## config.mk

```make
export PLATFORM = sky130hd
export DESIGN_NAME = pmod_adc_reader
export DESIGN_NICKNAME = d
export VERILOG_FILES = /design/src/rtl/pmod_adc_pkg.sv /design/src/rtl/pmod_adc_sync.sv /design/src/rtl/pmod_adc_reader.sv
export SDC_FILE = /design/constraint.sdc
export NUM_CORES = 1
export LEC_CHECK = 0
export ABC_AREA = 1
export BUFFER_PORTS_ARGS = -buffer_cell sky130_fd_sc_hd__buf_2
export CORE_UTILIZATION = 57
export DETAILED_ROUTE_END_ITERATION = 10
export GPL_ROUTABILITY_DRIVEN = 0
export HOLD_SLACK_MARGIN = 0.05
export PLACE_DENSITY = 0.78
export SLEW_MARGIN = 10
export SYNTH_ARGS = -nofsm -noshare
export SYNTH_HDL_FRONTEND = slang
export SYNTH_SLANG_ARGS = --single-unit
```

## constraint.sdc

```tcl
create_clock -name clk -period 2.7 [get_ports clk]
set_input_delay 0.54 -clock clk [delete_from_list [all_inputs] [get_ports clk]]
set_output_delay 0.54 -clock clk [all_outputs]
set_load 0.02 [all_outputs]
```

## src/rtl/pmod_adc_pkg.sv

```systemverilog
// rtl/pmod_adc_pkg.sv - state codes, frame constants and counter sizing for pmod_adc_reader
package pmod_adc_pkg;

  typedef logic [2:0] state_t;

  localparam state_t ST_IDLE  = 3'd0;
  localparam state_t ST_SETUP = 3'd1;
  localparam state_t ST_SHIFT = 3'd2;
  localparam state_t ST_HOLD  = 3'd3;
  localparam state_t ST_QUIET = 3'd4;

  localparam int DEF_FRAME_BITS = 16;
  localparam int DEF_DATA_WIDTH = 12;
  localparam int LEAD_BITS      = DEF_FRAME_BITS - DEF_DATA_WIDTH;
  localparam int MIN_CLK_DIV    = 4;

  // Bits needed to hold any value 0..max_val.
  function automatic int cnt_width(input int max_val);
    int w;
    w = 1;
    while ((2 ** w) <= max_val) w = w + 1;
    return w;
  endfunction

endpackage

```

## src/rtl/pmod_adc_sync.sv

```systemverilog
// rtl/pmod_adc_sync.sv - two-flop synchroniser for one asynchronous ADC data line
module pmod_adc_sync (
  input  logic clk,
  input  logic rst,
  input  logic d,
  output logic q
);

  logic meta_q;
  logic sync_q;

  always_ff @(posedge clk or posedge rst) begin
    if (rst) begin
      meta_q <= 1'b0;
      sync_q <= 1'b0;
    end else begin
      meta_q <= d;
      sync_q <= meta_q;
    end
  end

  assign q = sync_q;

endmodule

```

## src/rtl/pmod_adc_reader.sv

```systemverilog
// rtl/pmod_adc_reader.sv - dual-channel serial ADC reader (PMOD AD1), single-shot or continuous
// PMOD_ADC_FRAME_CHECK_EN adds frame_err, flagging nonzero discarded leading bits.
module pmod_adc_reader
  import pmod_adc_pkg::*;
#(
  parameter int CLK_DIV      = 4,
  parameter int FRAME_BITS   = DEF_FRAME_BITS,
  parameter int DATA_WIDTH   = DEF_DATA_WIDTH,
  parameter int QUIET_CYCLES = 8
) (
  input  logic                  clk,
  input  logic                  rst,
  input  logic                  start,
  input  logic                  continuous,
  output logic                  busy,
  output logic                  done,
  output logic [DATA_WIDTH-1:0] dout0,
  output logic [DATA_WIDTH-1:0] dout1,
  output logic                  adc_cs_n,
  output logic                  adc_sclk,
  input  logic                  adc_sdata0,
`ifdef PMOD_ADC_FRAME_CHECK_EN
  input  logic                  adc_sdata1,
  output logic                  frame_err
`else
  input  logic                  adc_sdata1
`endif
);

  localparam int DIV     = (CLK_DIV < MIN_CLK_DIV) ? MIN_CLK_DIV : CLK_DIV;
  localparam int CNT_MAX = (DIV > QUIET_CYCLES - 1) ? DIV : QUIET_CYCLES - 1;
  localparam int CNT_W   = cnt_width(CNT_MAX);
  localparam int BIT_W   = cnt_width(FRAME_BITS - 1);

  // SETUP spans the chip-select entry cycle plus DIV setup cycles, hence 0..DIV.
  localparam logic [CNT_W-1:0] SETUP_LAST = CNT_W'(DIV);
  localparam logic [CNT_W-1:0] HALF_LAST  = CNT_W'(DIV - 1);
  localparam logic [CNT_W-1:0] QUIET_LAST = CNT_W'(QUIET_CYCLES - 1);
  localparam logic [BIT_W-1:0] BIT_LAST   = BIT_W'(FRAME_BITS - 1);

`ifdef PMOD_ADC_FRAME_CHECK_EN
  localparam int SHIFT_W = FRAME_BITS;
  logic frame_err_q, frame_err_d;
`else
  // Leading bits simply fall off the top of a DATA_WIDTH register.
  localparam int SHIFT_W = DATA_WIDTH;
`endif

  logic sdata0_sync;
  logic sdata1_sync;

  state_t                state_q, state_d;
  logic [CNT_W-1:0]      cnt_q, cnt_d;
  logic [BIT_W-1:0]      bit_q, bit_d;
  logic                  sclk_q, sclk_d;
  logic                  cs_n_q, cs_n_d;
  logic                  busy_q, busy_d;
  logic                  done_q, done_d;
  logic [SHIFT_W-1:0]    shift0_q, shift0_d;
  logic [SHIFT_W-1:0]    shift1_q, shift1_d;
  logic [DATA_WIDTH-1:0] dout0_q, dout0_d;
  logic [DATA_WIDTH-1:0] dout1_q, dout1_d;

  pmod_adc_sync u_sync0 (.clk(clk), .rst(rst), .d(adc_sdata0), .q(sdata0_sync));
  pmod_adc_sync u_sync1 (.clk(clk), .rst(rst), .d(adc_sdata1), .q(sdata1_sync));

  always_comb begin
    state_d  = state_q;
    cnt_d    = cnt_q;
    bit_d    = bit_q;
    sclk_d   = sclk_q;
    shift0_d = shift0_q;
    shift1_d = shift1_q;
    dout0_d  = dout0_q;
    dout1_d  = dout1_q;
`ifdef PMOD_ADC_FRAME_CHECK_EN
    frame_err_d = frame_err_q;
`endif
    case (state_q)
      ST_IDLE: begin
        if (start || continuous) begin
          state_d = ST_SETUP;
          cnt_d   = '0;
        end
      end
      ST_SETUP: begin
        if (cnt_q == SETUP_LAST) begin
          state_d = ST_SHIFT;
          cnt_d   = '0;
          bit_d   = '0;
          sclk_d  = 1'b0;
        end else begin
          cnt_d = cnt_q + 1'b1;
        end
      end
      ST_SHIFT: begin
        if (cnt_q != HALF_LAST) begin
          cnt_d = cnt_q + 1'b1;
        end else begin
          cnt_d = '0;
          if (!sclk_q) begin
            sclk_d   = 1'b1;
            shift0_d = {shift0_q[SHIFT_W-2:0], sdata0_sync};
            shift1_d = {shift1_q[SHIFT_W-2:0], sdata1_sync};
          end else if (bit_q == BIT_LAST) begin
            state_d = ST_HOLD;
            dout0_d = shift0_q[DATA_WIDTH-1:0];
            dout1_d = shift1_q[DATA_WIDTH-1:0];
`ifdef PMOD_ADC_FRAME_CHECK_EN
            frame_err_d = (|shift0_q[SHIFT_W-1:DATA_WIDTH]) | (|shift1_q[SHIFT_W-1:DATA_WIDTH]);
`endif
          end else begin
            sclk_d = 1'b0;
            bit_d  = bit_q + 1'b1;
          end
        end
      end
      ST_HOLD: begin
        state_d = ST_QUIET;
        cnt_d   = '0;
      end
      ST_QUIET: begin
        if (cnt_q != QUIET_LAST) begin
          cnt_d = cnt_q + 1'b1;
        end else if (continuous) begin
          state_d = ST_SETUP;
          cnt_d   = '0;
        end else begin
          state_d = ST_IDLE;
        end
      end
      default: state_d = ST_IDLE;
    endcase
  end

  // Pin outputs are registered from the next state so they line up with state_q.
  always_comb begin
    cs_n_d = !((state_d == ST_SETUP) || (state_d == ST_SHIFT));
    busy_d = (state_d != ST_IDLE);
    done_d = (state_d == ST_HOLD);
  end

  always_ff @(posedge clk or posedge rst) begin
    if (rst) begin
      state_q  <= ST_IDLE;
      cnt_q    <= '0;
      bit_q    <= '0;
      sclk_q   <= 1'b1;
      cs_n_q   <= 1'b1;
      busy_q   <= 1'b0;
      done_q   <= 1'b0;
      shift0_q <= '0;
      shift1_q <= '0;
      dout0_q  <= '0;
      dout1_q  <= '0;
    end else begin
      state_q  <= state_d;
      cnt_q    <= cnt_d;
      bit_q    <= bit_d;
      sclk_q   <= sclk_d;
      cs_n_q   <= cs_n_d;
      busy_q   <= busy_d;
      done_q   <= done_d;
      shift0_q <= shift0_d;
      shift1_q <= shift1_d;
      dout0_q  <= dout0_d;
      dout1_q  <= dout1_d;
    end
  end

`ifdef PMOD_ADC_FRAME_CHECK_EN
  always_ff @(posedge clk or posedge rst) begin
    if (rst) frame_err_q <= 1'b0;
    else     frame_err_q <= frame_err_d;
  end

  assign frame_err = frame_err_q;
`endif

  assign adc_cs_n = cs_n_q;
  assign adc_sclk = sclk_q;
  assign busy     = busy_q;
  assign done     = done_q;
  assign dout0    = dout0_q;
  assign dout1    = dout1_q;

endmodule

```

Yosys cells after proc, flatten, opt, wreduce, memory -nomap -nowiden
Index checks and enable logic that the tools add are counted.
Storage, ports and cells
  register bits: 66
  input port bits: 6
  output and inout port bits: 28
  logic and storage cells: 72
Cells by class
  add/sub/neg operators: 2
  eq/ne operators: 17
  muxes and demuxes: 24
  bitwise operators: 2
  reductions and logical operators: 12
Operators with widths (count)
  $mux W3: 11
  $pmux W3 S5: 2
  $mux W4: 4
  $eq A3 B2 Y1 const B: 4
  $ne A2 B2 Y1 const B: 5
  $reduce_and A3 Y1: 3
  $pmux W4 S2: 1
  $eq A3 B1 Y1 const B: 2
  $eq A3 B3 Y1 const B: 2
  $ne A3 B3 Y1 const B: 2
  $mux W1: 5
  $reduce_and A5 Y1: 1
  $reduce_bool A5 Y1: 1
  $add A4 B1 Y4 const B: 1
  $eq A4 B4 Y1 const B: 1
  $reduce_and A4 Y1: 1
  $add A3 B1 Y3 const B: 1
  $logic_not A3 Y1: 1
  $ne A3 B2 Y1 const B: 1
  $reduce_bool A3 Y1: 1
  $logic_or A1 B1 Y1: 2
  $not A1 Y1: 2
  $pmux W1 S2: 1
  $reduce_bool A2 Y1: 1
  $logic_not A1 Y1: 1

Logic depth before layout (Yosys ltp)
  word-level depth: 8
  gate-level depth with buffers: 9
  depth with buffers taken out: 9

By module
Synthesis repeated with hierarchy kept, for this count alone.
Unflattened totals
  cell total of the unflattened synthesis: 296
  area, all modules: 2760.1 um^2
By module, submodules not included
  pmod_adc_reader: times used 1, cells each 290, area each 2652.5 um^2, seq. area each 1554.0 um^2
  pmod_adc_sync: times used 2, cells each 3, area each 53.8 um^2, seq. area each 50.0 um^2

Least setup slack after synthesis
No wires, ideal clock.
  path type: reg-to-reg
  start: register cnt_q[0]
  end: register dout1_q[0], in the netlist dout1[0]
  setup time: 121 ps
  arrival: 1432 ps
  required time: 2579 ps
  slack: 1147 ps
  stages on the path, launching flop included: 10
  buffers on the path: 2
  period minus slack after synthesis: 1553 ps
  cell sequence: dfrtp_1 > ha_1 > ha_1 > nand2_1 > nor3_4 > inv_2 > buf_6 > buf_6 > nand2_1 > o21ai_1
Between the ends
  longest elaborated chain between the ends: 3
Ends and longest elaborated chain
  start: declaration: RTL line pmod_adc_reader.sv:53  | logic [CNT_W-1:0] cnt_q, cnt_d;
  start signal: assignment: RTL line pmod_adc_reader.sv:158  | cnt_q <= cnt_d;
  $ne A3 B2 Y1: RTL line pmod_adc_reader.sv:97  | if (cnt_q != HALF_LAST) begin
  $not A1 Y1 (no source line)
  $reduce_and A4 Y1 (no source line)
  end signal: assignment: RTL line pmod_adc_reader.sv:167  | dout1_q <= dout1_d;
  end: declaration: RTL line pmod_adc_reader.sv:62  | logic [DATA_WIDTH-1:0] dout1_q, dout1_d;
Every way passes these cells.
A chain may end at the register's enable or synchronous reset.

Final worst setup path
  start: register cnt_q[0]
  end: register dout1_q[9], in the netlist dout1[9]
Same word-level chain as after synthesis.

==> qor.yml <==
logic_synthesis:
  async_flop_share_pct: 100
  synthCells: 293
  syn_nets: 305
  synth_edf_count: 0
  ys_seq_area_share_pct: 59.1
  ys_seq_elements: 66
  synth.area.top_cells: "dfrtp_1 57%, nand2_1 11%, inv_1 5.4%"
  synth_top_area_cell: "dfrtp_1"
  yosys.area.top_type_share_pct: 57.2
  synth.most_common_cell: "nand2_1"
  yosys.cell_types.count: 23
  ys_warn_count: 0
  synth_area_per_cell_um2: 9.55
  synth_area_um2: 2800
  synthFlopType: "dfrtp_1"
  synthTopCellsByCount: "79 x nand2_1, 64 x dfrtp_1, 40 x inv_1"
clock_network:
  cts.clk_slew.worst_paths_ps: 70
  cts_setup_buffers: 0
  max-clock-path-buffers: 2
  root_buffer: "clkbuf_8"
  cts.sinks: 66
  ctsResizeCount: 0
  cts_max_level: 3
  cts_tree: "done"
  ctsHoldBuffers: 0
  worstSkewPairLatency_ps: 340
  cts_buffers: 9
outcome:
  status: "completed"
flow_run:
  cap_violations: 0
global_routing:
  antenna_found_initial: 0
  grtUsageTotal_pct: 20.7
  grt_pass1_wl_mm: 7.98
  grt_pass1_vias: 1857
  grt_max_degree: 67
  grt.busiest_layer: "met2"
  grtUsageMet1_pct: 28.7
  overflow: 0
  use_met2_pct: 29.9
  use_met3_pct: 6.25
drt:
  dr.first_iter.drc_count: 103
  firstDrtPassIters: 4
  avgViaCountPerCell: 4.90
  wirelength_mm: 4.55
  wl_per_cell_um: 11.3
  drtAntennaViolNets: 0
  num_vias: 1968
  drc: 0
pwr:
  peakVddDrop_v: 0.000487
  power.leakage_nw: 1.72
  p_per_area_nw_per_um2: 588
floorplanning:
  num_io_pins: 34
  initial_core_util_pct: 59.3
  die_w_um: 72.1
  coreArea_um2: 4720
  die_h_um: 72.1
  die-area_um2: 5190
  rows: 25
timing:
  finalCritPeriodShare_pct: 70.2
  drv_slew: 0
  worst_slew_pin_slew_ps: 404
  fmax_mhz: 527
  rsz0062_at_grt: "no"
  holdWs_ps: 259
  hold_violations: 0
  clock-skew-final_ps: 11.0
  slew_headroom_pct: 73.1
  min_period_ps: 1900
  setup_viol_count_final: 0
  setup_tns_ps: 0
final_layout:
  num-nets-final: 342
  multiInputGateArea_um2: 900
  diodes: 0
  regArea_um2: 1650
  final_cells: 402
  drive_above_1_share_pct: 22.4
  fillers: 389
  area_growth_pct: 14.5
worst_setup_path:
  crit_type: "reg -> reg"
  r2r_end: "dout1[9]"
  end_kind: "register"
  arrival_ps: 2170
  worst_setup_path_start_kind: "register"
  worst-path-max-fanout: 32
  r2r_start: "cnt_q[0]"
  required_ps: 2970
  rrSetupSlack_ps: 800
  rr_worst_depth: 8
worst_hold_path:
  hold_class: "in -> async"
placement:
  place_inst: 386
  io_buffers: 33
  hpwlAfterDp_mm: 2.99
-- final cells by class --
type / count / share of cell area, %
clock buffers: 12 / 4.84
repair buffers: 36 / 6.25
well taps: 67 / 2.62
inverters: 43 / 5.04
multi-input cells: 174 / 28.1
flip-flops and latches: 66 / 51.6
clock inverters: 4 / 1.56
-- cell usage in the layout, fill, tap and decap left out --
cell type	count
dfrtp_1	64
o21ai_0	28
clkinv_2	1
a21oi_1	3
clkbuf_8	11
nand3_1	12
nor3_4	1
xor2_1	1
buf_12	1
nand2_1	79
bufinv_16	1
clkinvlp_4	2
dfstp_2	2
inv_2	4
nand3_4	1
ha_1	6
buf_2	33
o21ai_2	15
nand4_1	3
clkbuf_1	1
o21ai_1	10
inv_1	39
o21bai_1	1
o211ai_1	1
nor2_1	12
nand3_2	1
buf_4	2
-- cells by family (layout without fill, tap and decap cells) --
family                     Yosys count  after routing  synth area share [%]
and+or+nand+nor                    109            109                  16.6
DFF                                 66             66                  59.1
AOI/OAI and AO/OA                   58             58                  12.6
buffers and inverters               53             95                  8.76
adders and majority gates            6              6                  2.68
xor gates and xnor gates             1              1                 0.313
-- how the worst max path moves through the flow --
stage / start / end / slack [ps] / depth (start not counted)
6_report: cnt_q[0] / dout1[9] / 800 / 8
3_5_place_dp: cnt_q[0] / dout0[5] / 820 / 8
5_1_grt: cnt_q[0] / dout1[10] / 670 / 8
4_1_cts: cnt_q[0] / dout1[9] / 780 / 8
3_3_place_gp: cnt_q[0] / dout1[10] / 880 / 8
2_1_floorplan: rst / bit_q[0] / 510 / 1
-- metal layers --
| metal | share of wire [%] | wire [um] | up-vias |
|---|---|---|---|
| met5 | 0 | 0 | - |
| met4 | 2.5 | 115 | 0 |
| met3 | 2.4 | 111 | 10 |
| met2 | 46 | 2090 | 29 |
| met1 | 49 | 2230 | 928 |
| li1 | - | - | 1001 |
-- where the power goes --
group	leakage, nW	internal, mW	switching [mW]	total [mW]
combinational	0.776	0.0107	0.0296	0.0403
sequential	0.849	1.00	0.00511	1.01
clock	0.0986	0.475	0.362	0.837
total	1.72	1.49	0.396	1.88
-- critical path: stages (launching register included) --
cell and delay, ps:
dfrtp_1 380, ha_1 230, ha_1 210, nand2_1 110
nor3_4 70, inv_2 200, buf_4 410, nand2_1 140
o21ai_2 80
-- flip-flops by register name (all words and copies together) (netlist names), 3 cells and up --
| name | cells |
|---|---|
| dout0 | 12 |
| dout1 | 12 |
| shift0_q | 12 |
| shift1_q | 12 |
| bit_q | 4 |
| cnt_q | 3 |
| state_q | 3 |
-- per-stage QoR --
| step | total power [mW] | cell area [um2] | util [%] | setup WS [ps] |
|---|---|---|---|---|
| 2_1_floorplan | 1.05 | 2800 | - | 509 |
| 3_3_place_gp | 1.07 | 3000 | 63.5 | 883 |
| 6_report | 1.88 | 3200 | 67.8 | 803 |
| 5_1_grt | 1.95 | 3200 | 67.8 | 670 |
| 3_5_place_dp | 1.07 | 3000 | 63.5 | 824 |
| 4_1_cts | 1.91 | 3200 | 67.8 | 785 |
Power figures use the tool's default switching activity.
